### config.mk
export PLATFORM = sky130hd
export DESIGN_NAME = lcd_ctrl
export DESIGN_NICKNAME = d
export VERILOG_FILES = /design/src/rtl/lcd_ctrl.sv
export SDC_FILE = /design/constraint.sdc
export NUM_CORES = 1
export LEC_CHECK = 0
export ABC_CLOCK_PERIOD_IN_PS = 6500
export BUFFER_PORTS_ARGS = -buffer_cell sky130_fd_sc_hd__buf_2
export CORE_MARGIN = 2
export CORE_UTILIZATION = 61
export CTS_BUF_LIST = sky130_fd_sc_hd__clkbuf_4
export DETAILED_ROUTE_END_ITERATION = 10
export GPL_TIMING_DRIVEN = 0
export HOLD_SLACK_MARGIN = 0.06
export MAX_ROUTING_LAYER = met4
export PLACE_DENSITY = 0.87
export SLEW_MARGIN = 20
export SYNTH_ARGS = -nofsm -noshare
export SYNTH_HDL_FRONTEND = slang
export SYNTH_SLANG_ARGS = --single-unit
### constraint.sdc
create_clock -name i_clk -period 6.5 [get_ports i_clk]
set_input_delay 1.3 -clock i_clk [delete_from_list [all_inputs] [get_ports i_clk]]
set_output_delay 1.3 -clock i_clk [all_outputs]
set_load 0.005 [all_outputs]
### src/rtl/lcd_ctrl.sv
`default_nettype none
// ============================================================================
//  Module   : lcd_ctrl
//  Purpose  : HD44780-style character LCD write controller. After power-on it
//             runs a fixed four-byte init sequence (0x38, 0x0C, 0x01, 0x06),
//             then accepts single-byte command/data writes through a
//             valid/ready handshake. Each byte goes through setup, enable
//             pulse, hold and post-write busy-wait phases, all timed by one
//             shared down-counter.
//  Ports    : i_clk        - rising-edge clock
//             i_rst        - synchronous active-high reset
//             i_req_vld    - request valid
//             i_req_rs     - 0 = command byte, 1 = data byte
//             i_req_data   - byte to write
//             o_req_rdy    - request accepted on this cycle's rising edge
//             o_busy       - controller not idle
//             o_init_done  - power-on init complete (sticky until reset)
//             o_io_lcd     - [31]=ON [10]=EN [9]=RS [8]=RW [7:0]=DATA
//  Revision : 1.0 - initial release
// ============================================================================
module lcd_ctrl #(
    parameter int PWR_CYC   = 750000,
    parameter int SETUP_CYC = 4,
    parameter int EN_CYC    = 12,
    parameter int HOLD_CYC  = 4,
    parameter int CMD_CYC   = 2000,
    parameter int CLR_CYC   = 82000
) (
    input  logic        i_clk,
    input  logic        i_rst,
    input  logic        i_req_vld,
    input  logic        i_req_rs,
    input  logic [7:0]  i_req_data,
    output logic        o_req_rdy,
    output logic        o_busy,
    output logic        o_init_done,
    output logic [31:0] o_io_lcd
);

    // Counter width: wide enough for the longest duration, never below 20 bits.
    localparam int c_max_a = (PWR_CYC > CLR_CYC) ? PWR_CYC : CLR_CYC;
    localparam int c_max_b = (CMD_CYC > EN_CYC) ? CMD_CYC : EN_CYC;
    localparam int c_max_c = (SETUP_CYC > HOLD_CYC) ? SETUP_CYC : HOLD_CYC;
    localparam int c_max_ab = (c_max_a > c_max_b) ? c_max_a : c_max_b;
    localparam int c_max = (c_max_ab > c_max_c) ? c_max_ab : c_max_c;
    localparam int c_need = $clog2(c_max + 1);
    localparam int c_cnt_w = (c_need > 20) ? c_need : 20;

    localparam logic [c_cnt_w-1:0] c_pwr_ld   = c_cnt_w'(PWR_CYC - 1);
    localparam logic [c_cnt_w-1:0] c_setup_ld = c_cnt_w'(SETUP_CYC - 1);
    // LOAD already presents the byte for one cycle, so it serves as the first
    // setup cycle; the SETUP state that follows only covers the remainder.
    localparam logic [c_cnt_w-1:0] c_setup_after_load_ld =
        c_cnt_w'((SETUP_CYC > 1) ? (SETUP_CYC - 2) : 0);
    localparam logic [c_cnt_w-1:0] c_en_ld    = c_cnt_w'(EN_CYC - 1);
    localparam logic [c_cnt_w-1:0] c_hold_ld  = c_cnt_w'(HOLD_CYC - 1);
    localparam logic [c_cnt_w-1:0] c_cmd_ld   = c_cnt_w'(CMD_CYC - 1);
    localparam logic [c_cnt_w-1:0] c_clr_ld   = c_cnt_w'(CLR_CYC - 1);

    localparam logic [2:0] c_s_pwr_wait = 3'd0;
    localparam logic [2:0] c_s_load     = 3'd1;
    localparam logic [2:0] c_s_setup    = 3'd2;
    localparam logic [2:0] c_s_en_hi    = 3'd3;
    localparam logic [2:0] c_s_hold     = 3'd4;
    localparam logic [2:0] c_s_wait     = 3'd5;
    localparam logic [2:0] c_s_idle     = 3'd6;

    logic [2:0]         r_state;
    logic [c_cnt_w-1:0] r_cnt;
    logic [1:0]         r_idx;
    logic               r_init_done;
    logic               r_rs;
    logic [7:0]         r_data;

    logic [2:0]         w_state_nxt;
    logic [c_cnt_w-1:0] w_cnt_nxt;
    logic [1:0]         w_idx_nxt;
    logic               w_init_done_nxt;
    logic               w_rs_nxt;
    logic [7:0]         w_data_nxt;
    logic               w_zero;

    function automatic logic [7:0] init_byte(input logic [1:0] idx);
        case (idx)
            2'd0:    init_byte = 8'h38;
            2'd1:    init_byte = 8'h0C;
            2'd2:    init_byte = 8'h01;
            default: init_byte = 8'h06;
        endcase
    endfunction

    // Clear (0x01) and return-home (0x02) commands need the long busy wait.
    function automatic logic [c_cnt_w-1:0] wait_ld(input logic rs, input logic [7:0] d);
        if (!rs && ((d == 8'h01) || (d == 8'h02))) wait_ld = c_clr_ld;
        else                                       wait_ld = c_cmd_ld;
    endfunction

    assign w_zero = (r_cnt == '0);

    always_comb begin
        w_state_nxt     = r_state;
        w_cnt_nxt       = w_zero ? r_cnt : (r_cnt - c_cnt_w'(1));
        w_idx_nxt       = r_idx;
        w_init_done_nxt = r_init_done;
        w_rs_nxt        = r_rs;
        w_data_nxt      = r_data;

        case (r_state)
            c_s_pwr_wait: begin
                if (w_zero) begin
                    w_state_nxt = c_s_load;
                    w_cnt_nxt   = '0;
                    w_idx_nxt   = 2'd0;
                    w_rs_nxt    = 1'b0;
                    w_data_nxt  = init_byte(2'd0);
                end
            end
            c_s_load: begin
                if (SETUP_CYC > 1) begin
                    w_state_nxt = c_s_setup;
                    w_cnt_nxt   = c_setup_after_load_ld;
                end else begin
                    w_state_nxt = c_s_en_hi;
                    w_cnt_nxt   = c_en_ld;
                end
            end
            c_s_setup: begin
                if (w_zero) begin
                    w_state_nxt = c_s_en_hi;
                    w_cnt_nxt   = c_en_ld;
                end
            end
            c_s_en_hi: begin
                if (w_zero) begin
                    w_state_nxt = c_s_hold;
                    w_cnt_nxt   = c_hold_ld;
                end
            end
            c_s_hold: begin
                if (w_zero) begin
                    w_state_nxt = c_s_wait;
                    w_cnt_nxt   = wait_ld(r_rs, r_data);
                end
            end
            c_s_wait: begin
                if (w_zero) begin
                    w_cnt_nxt = '0;
                    if (!r_init_done && (r_idx != 2'd3)) begin
                        w_state_nxt = c_s_load;
                        w_idx_nxt   = r_idx + 2'd1;
                        w_rs_nxt    = 1'b0;
                        w_data_nxt  = init_byte(r_idx + 2'd1);
                    end else begin
                        w_state_nxt     = c_s_idle;
                        w_init_done_nxt = 1'b1;
                    end
                end
            end
            c_s_idle: begin
                if (i_req_vld && r_init_done) begin
                    w_state_nxt = c_s_setup;
                    w_cnt_nxt   = c_setup_ld;
                    w_rs_nxt    = i_req_rs;
                    w_data_nxt  = i_req_data;
                end
            end
            default: begin
                w_state_nxt = c_s_pwr_wait;
                w_cnt_nxt   = c_pwr_ld;
            end
        endcase
    end

    always_ff @(posedge i_clk) begin
        if (i_rst) begin
            r_state     <= c_s_pwr_wait;
            r_cnt       <= c_pwr_ld;
            r_idx       <= 2'd0;
            r_init_done <= 1'b0;
            r_rs        <= 1'b0;
            r_data      <= 8'h00;
        end else begin
            r_state     <= w_state_nxt;
            r_cnt       <= w_cnt_nxt;
            r_idx       <= w_idx_nxt;
            r_init_done <= w_init_done_nxt;
            r_rs        <= w_rs_nxt;
            r_data      <= w_data_nxt;
        end
    end

    assign o_busy      = (r_state != c_s_idle);
    assign o_req_rdy   = (r_state == c_s_idle) && r_init_done;
    assign o_init_done = r_init_done;
    // ON follows reset directly so the panel is powered in every non-reset cycle,
    // including the first cycle after reset is released.
    assign o_io_lcd    = {~i_rst, 20'd0, (r_state == c_s_en_hi), r_rs, 1'b0, r_data};

endmodule
`default_nettype wire
# Word-level counts from Yosys, hierarchy flattened
# Cells that the tools add are included.
# Widths: inputs -> output; s select.
# op_classes
bitwise_logic,2
addsub,2
reduce_logical,17
n_eq_ne,19
n_mux,31
# ops
cell,n
$mux 20,6
$pmux 20 s6,1
$mux 8,4
$pmux 8 s3,1
$mux 3,7
$pmux 3 s7,1
$logic_not 20->1,1
$sub 20x1->20 const B,1
$pmux 6 s3,1
$mux 17,1
$ne 2x2->1 const B,7
$eq 3x3->1 const B,3
$eq 8x1->1 const B,1
$eq 8x2->1 const B,1
$eq 3x2->1 const B,2
$mux 2,3
$reduce_and 6->1,1
$reduce_and 5->1,1
$logic_and 1x1->1,4
$mux 1,4
$pmux 2 s2,1
$reduce_and 4->1,1
$eq 3x1->1 const B,1
$logic_not 3->1,1
14 further kinds,16
# word_totals
inputBits,12
regBits,35
elab_cells,77
out_inout_bits,35

# Depth between registers and ports, before layout
# depth
depth_word,6
mapped_depth,12
ltp_nobuf,11

# Worst setup path before layout
# Ideal clock, no wire load.
# synth_timing
path_type,input -> output
start,in i_rst
end,out o_io_lcd[31]
n_path_buf,1
path_stages,2
slack_ns,3.515
arrival_ns,1.685
path_cell_list,clkbuf_1 > inv_1
# synth_via
elab_chain_len,1
# synth_lines
element,line,text
"start, declared",30,"input logic i_rst,"
$not 1->1,197,"assign o_io_lcd = {~i_rst, 20'd0, (r_state == c_s_en_hi), r_rs, 1'b0, r_data};"
"end, declared",37,output logic [31:0] o_io_lcd
# Every way passes these cells.

# Worst setup path after layout
# Ends and elaborated chain as after synthesis.

==> flow_summary.json <==
{
  "status": "finished, final reports clean",
  "synth_edf_count": 0,
  "synthCells": 277,
  "cp_max_fo": 10,
  "r2r-end": "r_cnt[0]",
  "area_growth_syn_to_layout_pct": 13.7,
  "clock-sinks": 35,
  "hp-class": "flip-flop to flip-flop",
  "async_flop_share_pct": 0,
  "worst_pin_slew_ns": 0.728,
  "dr_total_vias": 2174,
  "critPathCapture": "o_io_lcd[31]",
  "antenna_left": 0,
  "finalSetupTns_ns": 0,
  "pin_count": 47,
  "synth_cell_types": 55,
  "min_period_ns": 3.48,
  "reg2reg_slack_ns": 3.81,
  "overflow": 0,
  "grt_antenna_before_repair": 0,
  "finalMaxSlewViolations": 0,
  "clk-insertion-delay-late_ns": 0.34,
  "cts-resized-gates": 0,
  "cts_inserted_buffers": 5,
  "clkTransAtPathRegs_ns": 0.10,
  "worstPathArrival_ns": 2.18,
  "htree_levels": 2,
  "syn_area_um2": 2320,
  "vias_per_cell": 5.75,
  "core_area_um2": 3660,
  "drt_pass1_iterations": 4,
  "crit_type": "input pin to output pin",
  "slew_headroom_pct": 51.5,
  "required_ns": 5.20,
  "cts_setup_buffers": 0,
  "cts_hold_buf": 0,
  "setup_violations": 0,
  "die_h_um": 65.6,
  "final_area_um2": 2630,
  "grtUsageTotal_pct": 27.9,
  "rows": 22,
  "nNetsFinal": 349,
  "ys_seq_area_share_pct": 30.3,
  "grt_pass1_wl_um": 9010,
  "finClkSkew_ns": 0.0113,
  "dieArea_um2": 4310,
  "holdWs_ns": 0.503,
  "gp_congestion": 0.977,
  "powerDensity_nw_per_um2": 147,
  "postPlaceCellArea_um2": 2580,
  "dr.first_iter.drc_count": 169,
  "ctsLongestPathBuffers": 2,
  "synth_flop_cell": "dfxtp_1",
  "cts_tree": "yes",
  "worst_slack_ns": 3.02,
  "setup.worst_path.end_class": "output pin",
  "p_leak_nw": 1.06,
  "final_min_period_over_clock_period_pct": 53.5,
  "wl_per_cell_um": 14.6,
  "start_kind": "input pin",
  "fmax_ghz": 0.287,
  "initial_utilization_pct": 63.3,
  "numPortBuffers": 25,
  "hold_viol": 0,
  "diodes": 0,
  "maxCapViolCount": 0,
  "die_x_um": 65.6,
  "root_buffer": "clkbuf_4",
  "ir_worst_vdd_v": 0.000113,
  "ys_seq_elements": 35,
  "hpwlAfterDp_um": 4240,
  "worstReg2RegStart": "r_cnt[12]",
  "rsz0062_at_grt": "false",
  "yosysWarnings": 0,
  "wirelength_um": 5500,
  "reg2reg_depth": 10,
  "hold_depth": 2,
  "grt_pass1_vias": 1983,
  "pre_cts_slack_ns": 3.04,
  "crit_start": "i_rst",
  "hp-start": "r_data[5]",
  "grt_max_degree": 12,
  "drc": 0,
  "avgSynthCellArea_um2": 8.36,
  "drive_gt1_share_pct": 22.1
}
-- cells in the mapped netlist (5+ instances only) --
cell,number,area (um2)
buf_4,23,173
nor2b_1,6,37.5
nand2_1,13,48.8
o211ai_1,5,37.5
nor3_1,12,60.1
nor2_1,24,90.1
xor2_1,8,70.1
clkbuf_1,8,30.0
and3_1,5,31.3
xnor2_1,10,87.6
dfxtp_1,35,701
ha_1,8,100
o21ai_0,11,55.1
inv_1,12,45.0
o21ai_1,6,30.0
a21oi_1,19,95.1
-- report_power, final --
group / internal, W / leakage [nW] / total, W / switching, W
sequential: 0.000217 / 0.283 / 0.000221 / 0.00000353
combinational: 0.0000212 / 0.743 / 0.0000470 / 0.0000257
clock: 0.0000459 / 0.0317 / 0.000121 / 0.0000750
total: 0.000284 / 1.06 / 0.000388 / 0.000104
-- layout make-up --
type	instances	area, um2
flip-flops and latches	35	701
inverters	13	48.8
plain buffers	34	218
multi-input cells	215	1420
clock inverters	2	12.5
fillers	310	1030
clock buffers	6	45.0
repair buffers	25	125
well taps	48	60.1
-- layout by cell type (no fill, tap or decap), types with 3 or more instances in the layout --
master,instances
buf_4,23
and2_1,3
nand2b_1,3
o221ai_1,3
buf_2,28
o21ai_0,11
clkbuf_1,8
clkbuf_4,6
nor2_1,24
a21oi_1,19
nand3_1,3
inv_1,12
a32o_1,3
nand2_1,13
o21ai_1,6
o211ai_1,5
a22oi_1,3
nor4_1,4
and3_1,5
a31oi_1,4
conb_1,21
xnor2_1,10
mux2_1,4
nor3_1,12
mux2i_1,4
nor2b_1,6
ha_1,8
xor2_1,8
a211oi_1,4
dfxtp_1,35
-- flip-flops by register name, summed over array words and instances (netlist names) --
| name | count |
|---|---|
| r_cnt | 20 |
| r_data | 8 |
| r_state | 3 |
| r_idx | 2 |
| o_init_done | 1 |
| r_rs | 1 |
-- stage by stage --
stage,std cells,util [%],total power [W]
2_1_floorplan,297,-,0.000259
3_3_place_gp,370,70.4,0.000269
5_1_grt,378,71.9,0.000406
3_5_place_dp,370,70.4,0.000271
6_report,378,71.9,0.000388
4_1_cts,378,71.9,0.000388
-- how the worst min path moves through the flow --
stage                      to  slack (ns)
floorplan           r_data[5]        0.47
global placement    r_data[4]        0.49
detailed placement  r_data[5]        0.49
CTS                 r_data[5]        0.51
global route        r_data[4]        0.53
finish              r_data[5]        0.50
-- metal layers --
| metal | up-vias | GRT usage (%) | part of all wire, % |
|---|---|---|---|
| met4 | 0 | 11.7 | 3.6 |
| met3 | 23 | 5.31 | 6.9 |
| met5 | - | - | 0 |
| li1 | 1061 | - | - |
| met2 | 105 | 46.7 | 48 |
| met1 | 985 | 32.8 | 42 |
-- critical path: stages --
cell and delay, ns:
buf_2 0.14, clkbuf_1 0.36, inv_1 0.20, buf_2 0.17
-- cell families (layout without fill, tap and decap cells) --
group	count (synthesis)	count (layout)	share of synthesized area [%]
compound gates	74	74	22.5
xor+xnor	18	18	6.81
mux	8	8	3.67
simple gates	86	86	20.7
fa+ha+maj	8	8	4.32
flops	35	35	30.3
other cells	1	21	0.162
buf+inv	47	80	11.5
Note: power is estimated with default switching activity, not from simulation.
